`config.mk`:
```
export PLATFORM = sky130hd
export DESIGN_NAME = instr_fetch
export DESIGN_NICKNAME = d
export VERILOG_FILES = /design/src/rtl/instr_fetch.sv
export SDC_FILE = /design/constraint.sdc
export NUM_CORES = 1
export LEC_CHECK = 0
export BUFFER_PORTS_ARGS = -buffer_cell sky130_fd_sc_hd__buf_4
export CAP_MARGIN = 20
export CORE_ASPECT_RATIO = 0.75
export CORE_MARGIN = 2
export CORE_UTILIZATION = 40
export CTS_CLUSTER_SIZE = 40
export DETAILED_ROUTE_END_ITERATION = 7
export GPL_ROUTABILITY_DRIVEN = 0
export MAX_ROUTING_LAYER = met4
export PLACE_DENSITY = 0.71
export SLEW_MARGIN = 20
export SYNTH_ARGS = -nofsm -noshare
export SYNTH_HDL_FRONTEND = slang
export SYNTH_SLANG_ARGS = --single-unit
```
`constraint.sdc`:
```
create_clock -name clk -period 2 [get_ports clk]
set_clock_uncertainty 0.05 [all_clocks]
set_input_delay 0.1 -clock clk [delete_from_list [all_inputs] [get_ports clk]]
set_output_delay 0.1 -clock clk [all_outputs]
set_load 0.005 [all_outputs]
```
`src/rtl/instr_fetch.sv`:
```
// Instruction fetch unit: issues 16-bit word fetches, buffers {word, PC} entries for the decoder,
// and handles redirects, including draining an in-flight request.
// Define INSTR_FETCH_PREFETCH_EN for a two-entry buffer with prefetch overlap (default: one entry).

module instr_fetch (
  input  logic        clk,
  input  logic        reset,
  output logic [15:0] memAddr,
  output logic        memReq,
  input  logic        memAck,
  input  logic [15:0] memRData,
  output logic [15:0] instr,
  output logic [15:0] instrPC,
  output logic        instrValid,
  input  logic        instrReady,
  input  logic        redirect,
  input  logic [15:0] redirectPC
);

`ifdef INSTR_FETCH_PREFETCH_EN
  localparam logic [1:0] DEPTH = 2'd2;
`else
  localparam logic [1:0] DEPTH = 2'd1;
`endif

  typedef enum logic [0:0] {
    FETCH = 1'b0,
    DRAIN = 1'b1
  } state_t;

  state_t      state_r;
  logic [15:0] fetch_pc_r;
  logic [15:0] drain_addr_r;
  logic        mem_req_r;
  logic [15:0] mem_addr_r;

  logic [1:0]  count_r;
  logic [1:0]  count_s;
  logic [15:0] head_word_r;
  logic [15:0] head_word_s;
  logic [15:0] head_pc_r;
  logic [15:0] head_pc_s;
  logic        instr_valid_r;
`ifdef INSTR_FETCH_PREFETCH_EN
  logic [15:0] tail_word_r;
  logic [15:0] tail_word_s;
  logic [15:0] tail_pc_r;
  logic [15:0] tail_pc_s;
`endif

  logic        ack_s;
  logic        push_s;
  logic        pop_s;
  logic [15:0] redirect_pc_s;
  logic [15:0] pc_inc_s;

  // An acknowledge only counts against a request we actually made.
  assign ack_s         = memAck & mem_req_r;
  assign push_s        = (state_r == FETCH) & ack_s & ~redirect;
  assign pop_s         = instr_valid_r & instrReady;
  assign redirect_pc_s = redirectPC & 16'hFFFE;
  assign pc_inc_s      = fetch_pc_r + 16'd2;

  assign instr      = head_word_r;
  assign instrPC    = head_pc_r;
  assign instrValid = instr_valid_r;
  assign memReq     = mem_req_r & ~reset;
  assign memAddr    = reset ? 16'h0000 : mem_addr_r;

  // Next buffer contents: flush on redirect, otherwise pop at the head and append at the tail.
  always_comb begin
    count_s     = count_r;
    head_word_s = head_word_r;
    head_pc_s   = head_pc_r;
`ifdef INSTR_FETCH_PREFETCH_EN
    tail_word_s = tail_word_r;
    tail_pc_s   = tail_pc_r;
`endif
    if (redirect) begin
      count_s = 2'd0;
    end else if (pop_s && push_s) begin
`ifdef INSTR_FETCH_PREFETCH_EN
      if (count_r == 2'd2) begin
        head_word_s = tail_word_r;
        head_pc_s   = tail_pc_r;
        tail_word_s = memRData;
        tail_pc_s   = fetch_pc_r;
      end else begin
        head_word_s = memRData;
        head_pc_s   = fetch_pc_r;
      end
`else
      head_word_s = memRData;
      head_pc_s   = fetch_pc_r;
`endif
      count_s = count_r;
    end else if (pop_s) begin
`ifdef INSTR_FETCH_PREFETCH_EN
      head_word_s = tail_word_r;
      head_pc_s   = tail_pc_r;
`endif
      count_s = count_r - 2'd1;
    end else if (push_s) begin
      if (count_r == 2'd0) begin
        head_word_s = memRData;
        head_pc_s   = fetch_pc_r;
      end else begin
`ifdef INSTR_FETCH_PREFETCH_EN
        tail_word_s = memRData;
        tail_pc_s   = fetch_pc_r;
`else
        head_word_s = head_word_r;
`endif
      end
      count_s = count_r + 2'd1;
    end else begin
      count_s = count_r;
    end
  end

  // Buffer storage and the decoder-facing output registers.
  always_ff @(posedge clk) begin
    if (reset) begin
      count_r       <= 2'd0;
      head_word_r   <= 16'h0000;
      head_pc_r     <= 16'h0000;
      instr_valid_r <= 1'b0;
`ifdef INSTR_FETCH_PREFETCH_EN
      tail_word_r   <= 16'h0000;
      tail_pc_r     <= 16'h0000;
`endif
    end else begin
      count_r       <= count_s;
      head_word_r   <= head_word_s;
      head_pc_r     <= head_pc_s;
      instr_valid_r <= (count_s != 2'd0);
`ifdef INSTR_FETCH_PREFETCH_EN
      tail_word_r   <= tail_word_s;
      tail_pc_r     <= tail_pc_s;
`endif
    end
  end

  // Fetch FSM; memReq/memAddr are registered as the request for the coming cycle.
  always_ff @(posedge clk) begin
    if (reset) begin
      state_r      <= FETCH;
      fetch_pc_r   <= 16'h0000;
      drain_addr_r <= 16'h0000;
      mem_req_r    <= 1'b1;
      mem_addr_r   <= 16'h0000;
    end else begin
      case (state_r)
        FETCH: begin
          if (redirect) begin
            fetch_pc_r <= redirect_pc_s;
            if (mem_req_r && !memAck) begin
              // Request still in flight: hold its address until memory answers.
              state_r      <= DRAIN;
              drain_addr_r <= fetch_pc_r;
              mem_req_r    <= 1'b1;
              mem_addr_r   <= fetch_pc_r;
            end else begin
              state_r    <= FETCH;
              mem_req_r  <= (count_s < DEPTH);
              mem_addr_r <= redirect_pc_s;
            end
          end else if (push_s) begin
            fetch_pc_r <= pc_inc_s;
            mem_req_r  <= (count_s < DEPTH);
            mem_addr_r <= pc_inc_s;
          end else begin
            mem_req_r  <= (count_s < DEPTH);
            mem_addr_r <= fetch_pc_r;
          end
        end
        DRAIN: begin
          if (redirect) begin
            fetch_pc_r <= redirect_pc_s;
          end else begin
            fetch_pc_r <= fetch_pc_r;
          end
          if (memAck) begin
            state_r    <= FETCH;
            mem_req_r  <= (count_s < DEPTH);
            mem_addr_r <= redirect ? redirect_pc_s : fetch_pc_r;
          end else begin
            state_r    <= DRAIN;
            mem_req_r  <= 1'b1;
            mem_addr_r <= drain_addr_r;
          end
        end
        default: begin
          state_r    <= FETCH;
          mem_req_r  <= 1'b0;
          mem_addr_r <= fetch_pc_r;
        end
      endcase
    end
  end

endmodule
```
# After elaboration in Yosys (flattened, before gate mapping)
# Cells that the tools add are included.
# totals
inputBits	37
output_inout_bits	50
regBits	85
word_cells	60
# classes
magnitude_cmp	1
n_mux	29
n_eq_ne	1
n_reduce_logical	9
n_addsub	3
bitwise	8
# op_table
cell	count
$mux 16	15
$pmux 16 s2	2
$add 16x2->16 const B	1
$mux 2	4
$mux 1	6
$reduce_bool 2->1	3
$and 1x1->1	5
$pmux 1 s2	2
$reduce_and 4->1	1
$not 1->1	3
$reduce_and 3->1	1
$add 2x1->2 const B	1
$logic_and 1x1->1	2
$logic_not 2->1	1
$lt 2x1->1 const B	1
$ne 2x1->1 const B	1
$sub 2x1->2 const B	1
$logic_not 1->1	1

# Longest topological paths before layout
# Gate-level depths: netlist of run 1.
# depth
word_depth	11
ltp_mapped	7
ltp_nobuf	5

# Worst setup path before layout of run 1
# OpenSTA, ideal clock, no wires.
# synth_path
path_type	register -> register
start	reg state_r
end	reg fetch_pc_r[14]
path_stages_with_launch	6
t_required_ns	1.859
setup_ns	0.091
arrival_ns	1.748
path_buffers	1
period_less_slack_ns	1.889
slack_ns	0.111
cell_sequence	dfxtp_1 nand4bb_1 buf_4 or4_4 or3_1 a311oi_1
# synth_via
elab_chain_len	6
# synth_rtl
item	line	rtl
start, declared	31	state_t state_r;
start signal, assigned	147	state_r <= FETCH;
start signal, assigned	159	state_r <= DRAIN;
start signal, assigned	164	state_r <= FETCH;
$not 1->1	--	
$and 1x1->1 (2 in a row)	59	assign push_s = (state_r == FETCH) & ack_s & ~redirect;
$mux 16 (2 in a row)	--	
$pmux 16 s2 *	153	case (state_r)
end signal, assigned	156	fetch_pc_r <= redirect_pc_s;
end signal, assigned	169	fetch_pc_r <= pc_inc_s;
end signal, assigned	179	fetch_pc_r <= redirect_pc_s;
end, declared	32	logic [15:0] fetch_pc_r;
# Mark *: on every way between the ends. The rest lies on a longest branch, timed or not.
# A chain may end at the register's enable or synchronous reset.

# Worst setup path in the final report of run 1
# layout_path
start	reg state_r
end	reg fetch_pc_r[12]
# The elaborated chain is that of the path after synthesis.

==> impl_metrics.tcl, run 1 <==
set metrics [dict create \
    drv_slew 0 \
    syn_area_um2 4130 \
    ir_worst_vdd_uv 466 \
    path_max_fanout 9 \
    synthMostInstantiatedCell "nand2_1" \
    cts-root-buf "clkbuf_16" \
    final_hold_viol_count 0 \
    grt_pass1_vias 3840 \
    combPwrFrac 0.172 \
    die_x_um 121 \
    synth_top_area_frac 0.412 \
    drtAntennaViolNets 0 \
    finalSetupViolCount 0 \
    p_sw_frac 0.266 \
    grt_pass1_wl_um 18900 \
    cp_data_required_time_ps 2170 \
    tightest_slew_ps 449 \
    fin_nets 681 \
    rsz0062_at_grt "no" \
    intPower_uw 3030 \
    syn_avg_cell_area_um2 7.65 \
    antenna_found_initial 0 \
    path_class "register to register" \
    synth.area.top_cells "dfxtp_1 (41%), nand2_1 (11%), a21oi_1 (8.4%)" \
    syn-num-nets 579 \
    drtPass1Iterations 5 \
    dieArea_um2 11200 \
    ys_ff_latch 85 \
    final_area_um2 5540 \
    ys_seq_area_frac 0.412 \
    place_area_um2 5070 \
    clkPwrFrac 0.384 \
    hpwl_um 8010 \
    cpMaxStageDelayCell "nor4_1" \
    tns_ps 0 \
    finalCriticalPeriod_ps 1880 \
    design.core.area_um2 10200 \
    grt_usage 0.220 \
    setup_slack_ps 121 \
    grt_max_degree 50 \
    initial_core_util 0.406 \
    drc 0 \
    wl_met3_um 1080 \
    yosysUniqueCellTypes 58 \
    cp.arrival_ps 2050 \
    syn2layout_area_growth_pct 34.2 \
    crit_path_cell_trace "nand4bb_1, buf_4, nor4_1, a311oi_1, a2111oi_0" \
    worstSkewPairLatency_ps 340 \
    hold_path.class "input pin to register" \
    vias 4256 \
    path_clk_slew_ps 60 \
    max_freq_mhz 532 \
    vias_per_cell 5.44 \
    async_reset_ff_frac 0 \
    synth-edff-count 0 \
    tritoncts "built" \
    place_ws_ps 169 \
    netlist_top_cells_count "nand2_1 (126), dfxtp_1 (85), a21oi_1 (69)" \
    syn_inst 540 \
    clockBufferDepth 2 \
    synth_flop_cell "dfxtp_1" \
    drt-met1-wl_um 5440 \
    synth.yosys.warnings 0 \
    wl_per_cell_um 15.2 \
    cts_buffers 9 \
    cts_resized 0 \
    fp-row-count 32 \
    cts.sinks 85 \
    seqPwrFrac 0.444 \
    drive_above_1_share 0.243 \
    wl_um 11900 \
    leakage_uw 0.00220 \
    ff2ff_setup_slack_ps 120 \
    dr.first_iter.drc_count 395 \
    h-tree-depth 3 \
    wl_met2_um 5210 \
    die_h_um 92.0 \
    outcome "complete, no violations" \
    max_stage_delay_ps 440 \
    port_buffers 85 \
    top_layer "met4" \
    yosysTopAreaCell "dfxtp_1" \
    p_per_area_nw_per_um2 744 \
    overflow 0 \
    start_kind "register" \
    crit_path_end_kind "register" \
    min_period_over_period 0.939 \
    power_switching_uw 1100 \
    ioPinCount 87 \
    cap_violations 0 \
    num_antenna_cells 0 \
    maxSlewHeadroom 0.696 \
]
[per-stage QoR]
stage / total power (µW) / std cells / util / hold WS (ps)
global route: 4310 / 783 / 0.545 / 11.1
CTS: 4140 / 783 / 0.545 / 7.38
global placement: 2520 / 748 / 0.498 / 298
finish: 4130 / 783 / 0.545 / 7.87
detailed placement: 2530 / 748 / 0.498 / 306
floorplan: 2240 / 540 / - / 186
[area by class of cell]
| class | count | area, µm² |
|---|---|---|
| inverter | 11 | 41.3 |
| sequential | 85 | 1700 |
| fill | 922 | 4630 |
| tap | 136 | 170 |
| multi-input combinational | 396 | 2200 |
| clock inverter | 5 | 35.0 |
| timing repair buffer | 139 | 1140 |
| clock buffer | 11 | 253 |
[flip-flops by register name, indices dropped and copies added, names as in the netlist]
signal,flops
instr,16
drain_addr_r,16
mem_addr_r,16
mem_req_r,1
instrPC,16
state_r,1
fetch_pc_r,16
count_r,2
instrValid,1
[worst max-delay path: cells and delay by family, from the launching register on]
kind	cells	cell delay, ps
DFF	1	310
and+or+nand+nor	2	650
buffers and inverters	1	200
AOI/OAI and AO/OA	2	540
[logic make-up after synthesis]
group           count (synthesis)  synth area share
compound gates                126             0.184
xor+xnor                        6            0.0127
fa+ha+maj                       4            0.0109
buf+inv                        59            0.0560
flops                          85             0.412
mux                            22            0.0560
simple gates                  238             0.268
[metal layers]
layer,GRT usage,vias up
li1,-,2063
met1,0.302,1966
met2,0.326,206
met3,0.0485,21
met4,0.0613,0
met5,-,-
[timing repair]
item | 4_1_cts | 5_1_grt
buffers inserted | 0 | 0
setup endpoints to repair | 0 | 0
hold endpoints to repair | 19 | 0
hold buffers | 19 | 0
[cell usage in the layout (no fill, tap or decap), drive strengths merged, types with 13 or more instances in the layout]
cell type / synthesis / final
nand2: 126 / 126
buf: 13 / 120
dfxtp: 85 / 85
a21oi: 69 / 69
nor2: 31 / 31
nor2b: 21 / 21
dlygate4sd3: 0 / 19
o21ai: 14 / 14
mux2i: 13 / 13
[power by group through the flow]
| stage | Combinational, µW | Clock (µW) | Sequential, µW |
|---|---|---|---|
| after floorplan | 384 | 0 | 1860 |
| after global placement | 651 | 0 | 1870 |
| after detailed placement | 665 | 0 | 1870 |
| after CTS | 699 | 1610 | 1830 |
| after global routing | 770 | 1700 | 1840 |
| final | 708 | 1590 | 1830 |
[worst paths after layout]
kind                         from  depth (start not counted)              end
setup / recovery          state_r                          5   fetch_pc_r[12]
setup reg to reg          state_r                          5   fetch_pc_r[12]
hold reg to reg   drain_addr_r[8]                          2  drain_addr_r[8]
hold / removal      redirectPC[8]                          3    fetch_pc_r[8]
No activity file was read; power rests on OpenSTA's default activity.
==> run 2: changes to the inputs <==
--- a/config.mk
+++ b/config.mk
@@ -15,6 +15,7 @@
 export GPL_ROUTABILITY_DRIVEN = 0
 export MAX_ROUTING_LAYER = met4
 export PLACE_DENSITY = 0.71
+export REMOVE_ABC_BUFFERS = 1
 export SLEW_MARGIN = 20
 export SYNTH_ARGS = -nofsm -noshare
 export SYNTH_HDL_FRONTEND = slang
==> impl_metrics.tcl, run 2 (synthesized netlist as in run 1, its figures left out) <==
set metrics [dict create \
    wl_um 11800 \
    vias 4225 \
    final_area_um2 5580 \
    power_switching_uw 1090 \
    h-tree-depth 3 \
    drtAntennaViolNets 0 \
    grt_pass1_vias 4080 \
    path_class "register to register" \
    drc 0 \
    ir_worst_vdd_uv 464 \
    finalSetupViolCount 0 \
    overflow 0 \
    nFillCells 933 \
    grt_usage 0.225 \
    path_max_fanout 22 \
    maxSlewHeadroom 0.683 \
    drtPass1Iterations 6 \
    dr.first_iter.drc_count 337 \
    start_kind "register" \
    layout_commonest_cell "nand2_1" \
    worstHoldEndpoint "fetch_pc_r[4]" \
    crit_path_end_kind "register" \
    tritoncts "built" \
    intPower_uw 3190 \
    final_hold_viol_count 0 \
    combPwrFrac 0.163 \
    outcome "complete, no violations" \
    min_period_over_period 0.974 \
    finalCriticalPeriod_ps 1950 \
    rsz0062_at_grt "yes" \
    ioPinCount 87 \
    leakage_uw 0.00221 \
    antenna_found_initial 0 \
    hold_ws_ps 4.59 \
    timing.rr.end "fetch_pc_r[15]" \
    cp.arrival_ps 2150 \
    cap_violations 0 \
    clkPwrFrac 0.408 \
    cts_setup_buffers 0 \
    tightest_slew_ps 469 \
    p_per_area_nw_per_um2 768 \
    max_freq_mhz 513 \
    p_sw_frac 0.256 \
    fp-row-count 32 \
    cts.sinks 85 \
    path_clk_slew_ps 60 \
    drv_slew 0 \
    grt_max_degree 50 \
    hold_path.class "input pin to register" \
    die_x_um 121 \
    hold_depth 3 \
    total_power_uw 4280 \
    fin_nets 680 \
    hpwl_um 7970 \
    seqPwrFrac 0.429 \
    worstSkewPairLatency_ps 350 \
    cts_buffers 9 \
    place_area_um2 5050 \
    num_antenna_cells 0 \
    worst_hold_startpoint "redirectPC[4]" \
    design.core.area_um2 10200 \
    mostFrequentLayoutCells "nand2_1 (126), buf_4 (114), dfxtp_1 (85)" \
    dieArea_um2 11200 \
    syn2layout_area_growth_pct 35.0 \
    initial_core_util 0.406 \
    rr_worst_depth 5 \
    wl_per_cell_um 15.1 \
    cts-root-buf "clkbuf_16" \
    vias_per_cell 5.40 \
    grt_pass1_wl_um 19500 \
    ff2ff_setup_slack_ps 50 \
    reg2reg_from "state_r" \
    clockBufferDepth 2 \
    port_buffers 85 \
    cp_data_required_time_ps 2200 \
    drive_above_1_share 0.241 \
    tns_ps 0 \
    die_h_um 92.0 \
]
==> run 2: cell count changes in the layout (fill, tap and decap cells not counted) <==
cell           before  now
bufinv_16           0    1
nor4_1              7    5
buf_4             116  114
dlygate4sd3_1      19   20
clkinv_4            2    0
nor4_2              0    2
clkbuf_1            0    1
clkbuf_8            2    3
clkinv_2            2    1
==> run 2: layout make-up <==
cell class / count / area (µm²) / share of cell area
Tap cell: 136 / 170 / 0.0305
Multi-Input combinational cell: 396 / 2210 / 0.397
Clock buffer: 13 / 270 / 0.0485
Clock inverter: 3 / 42.5 / 0.00763
Inverter: 11 / 41.3 / 0.00740
Sequential cell: 85 / 1700 / 0.305
Timing Repair Buffer: 138 / 1140 / 0.204
==> run 2: per-stage QoR <==
| stage | worst slack [ps] | utilization | cells |
|---|---|---|---|
| floorplan | -207 | - | 492 |
| global placement | 143 | 0.497 | 746 |
| detailed placement | 99.9 | 0.497 | 746 |
| CTS | 24.7 | 0.547 | 782 |
| global route | -21.8 | 0.548 | 782 |
| finish | 52.3 | 0.548 | 782 |
==> run 2: power groups by stage <==
stage	Combinational [µW]	Sequential (µW)	Clock [µW]
after detailed placement	659	1870	0
after global placement	640	1870	0
after global routing	768	1850	1830
after floorplan	291	1880	0
after CTS	696	1840	1770
final	699	1840	1750
==> run 2: how the worst max path moves through the flow <==
stage / from / end / cells past startpoint / slack [ps]
after floorplan: state_r / fetch_pc_r[14] / 4 / -210
after global placement: state_r / fetch_pc_r[14] / 4 / 140
after detailed placement: state_r / fetch_pc_r[12] / 5 / 100
after CTS: state_r / fetch_pc_r[12] / 5 / 20
after global routing: state_r / fetch_pc_r[15] / 5 / -20
final: state_r / fetch_pc_r[15] / 5 / 50
==> run 2: repair_timing <==
item	4_1_cts	5_1_grt
setup endpoints to repair	0	2
gates resized for setup	0	2
hold endpoints to repair	20	0
hold buffers	20	0
==> run 2: worst max-delay path: stages, from the launching register on <==
cell	delay, ps
dfxtp_1	310
buf_4	200
nand4b_1	370
nor2_1	460
nand4_1	150
a311oi_1	300
==> run 2: metal layers <==
| layer | wire, µm | vias up | GRT usage |
|---|---|---|---|
| met1 | 5330 | 1987 | 0.291 |
| met3 | 773 | 20 | 0.0510 |
| met4 | 164 | 0 | 0.0613 |
| li1 | - | 2063 | - |
| met2 | 5550 | 155 | 0.355 |
| met5 | 0 | - | - |
==> run 3: changes to the inputs <==
--- a/config.mk
+++ b/config.mk
@@ -14,7 +14,7 @@
 export DETAILED_ROUTE_END_ITERATION = 7
 export GPL_ROUTABILITY_DRIVEN = 0
 export MAX_ROUTING_LAYER = met4
-export PLACE_DENSITY = 0.71
+export PLACE_DENSITY = 0.69
 export REMOVE_ABC_BUFFERS = 1
 export SLEW_MARGIN = 20
 export SYNTH_ARGS = -nofsm -noshare
==> constraint.sdc (replaced) <==
create_clock -name clk -period 1.9 [get_ports clk]
set_clock_uncertainty 0.05 [all_clocks]
set_input_delay 0.095 -clock clk [delete_from_list [all_inputs] [get_ports clk]]
set_output_delay 0.095 -clock clk [all_outputs]
set_load 0.1 [all_outputs]
==> impl_metrics.tcl, run 3 (synthesized netlist as in run 1, its figures left out) <==
set metrics [dict create \
    drive_above_1_share 0.258 \
    vias_per_cell 5.40 \
    clockBufferDepth 2 \
    path_class "register to register" \
    hold_ws_ps 1.40 \
    cts-root-buf "clkbuf_16" \
    tns_ps 0 \
    dieArea_um2 11200 \
    p_sw_frac 0.315 \
    syn2layout_area_growth_pct 37.8 \
    total_power_uw 4820 \
    overflow 0 \
    initial_core_util 0.406 \
    die_h_um 92.0 \
    fin_nets 692 \
    maxSlewHeadroom 0.709 \
    mostFrequentLayoutCells "nand2_1 (126), buf_4 (124), dfxtp_1 (85)" \
    ioPinCount 87 \
    crit_path_end_kind "register" \
    grt_max_degree 58 \
    hpwl_um 8290 \
    worstSkewPairLatency_ps 340 \
    cp.arrival_ps 2050 \
    vias 4286 \
    dr.first_iter.drc_count 360 \
    min_period_over_period 0.969 \
    cts.sinks 85 \
    seqPwrFrac 0.400 \
    drc 0 \
    num_antenna_cells 0 \
    finalSetupViolCount 0 \
    leakage_uw 0.00227 \
    final_area_um2 5690 \
    h-tree-depth 3 \
    cap_violations 0 \
    rr_worst_depth 4 \
    max_freq_mhz 543 \
    design.core.area_um2 10200 \
    path_max_fanout 4 \
    final_hold_viol_count 0 \
    outcome "complete, no violations" \
    power_switching_uw 1520 \
    tightest_slew_ps 437 \
    final_cells 794 \
    tritoncts "built" \
    grt_pass1_wl_um 19400 \
    place_area_um2 5110 \
    crit_start "state_r" \
    die_x_um 121 \
    wl_um 12100 \
    drv_slew 0 \
    combPwrFrac 0.230 \
    worst_hold_startpoint "redirectPC[12]" \
    hold_depth 3 \
    cts_buffers 9 \
    cp_data_required_time_ps 2110 \
    grt_pass1_vias 4018 \
    intPower_uw 3310 \
    hold_path.class "input pin to register" \
    reg2reg_from "state_r" \
    layout_commonest_cell "nand2_1" \
    drtAntennaViolNets 0 \
    timing.rr.end "fetch_pc_r[14]" \
    clkPwrFrac 0.370 \
    antenna_found_initial 0 \
    ff2ff_setup_slack_ps 60 \
    p_per_area_nw_per_um2 847 \
    ir_worst_vdd_uv 526 \
    fp-row-count 32 \
    grt_usage 0.225 \
    worstHoldEndpoint "fetch_pc_r[12]" \
    finalCriticalPeriod_ps 1840 \
    place_inst 755 \
    port_buffers 85 \
    wl_per_cell_um 15.2 \
    path_clk_slew_ps 70 \
    drtPass1Iterations 5 \
    start_kind "register" \
]
## run 3: changes by cell type in the layout (fill, tap and decap cells not counted), sizes merged
cell | previous run | this run
buf | 118 | 128
clkbuf | 13 | 11
clkinvlp | 1 | 2
inv | 10 | 11
dlygate4sd3 | 20 | 22
## run 3: worst max-delay path by stage
stage               depth (start not counted)  slack (ps)              to
global route                                4        -0.2  fetch_pc_r[14]
finish                                      4          60  fetch_pc_r[14]
global placement                            4          50  fetch_pc_r[14]
floorplan                                   4        -640      instrPC[0]
CTS                                         6         -40  mem_addr_r[11]
detailed placement                          6         -20  mem_addr_r[11]
## run 3: worst max-delay path, stage by stage (launching register included)
cell       delay, ps
dfxtp_1          310
nand4bb_4        230
or4_4            570
or3_1            340
a311oi_1         250
## run 3: what timing repair did
action,CTS,global route
gates resized for setup,1,8
hold endpoints to repair,22,0
hold buffers,22,0
pin swaps,0,2
endpoints found under the setup margin,3,23
buffers inserted,0,1
## run 3: routing by layer
layer  track usage  part of all wire
met1         0.290              0.45
met2         0.359              0.48
met3        0.0473             0.066
met4        0.0651            0.0065
met5             -                 0
## run 3: stage by stage
step / setup WS [ps] / utilization
finish: 59.1 / 0.560
global route: -0.214 / 0.560
CTS: -39.2 / 0.554
detailed placement: -25.0 / 0.502
global placement: 50.4 / 0.502
floorplan: -636 / -
## run 3: final cells by class
cell class,count,area [µm²]
clock buffers,11,243
clock inverters,5,58.8
flip-flops and latches,85,1700
fillers,965,4480
repair buffers,150,1220
inverters,11,41.3
well taps,136,170
multi-input cells,396,2260
## run 3: power by group through the flow
stage                     clock network (µW)  registers [µW]  logic (µW)
final                                   1790            1930        1110
after CTS                               1820            1930        1100
after global routing                    1900            1940        1180
after detailed placement                   0            1960        1060
after floorplan                            0            2190         439
after global placement                     0            1960        1040
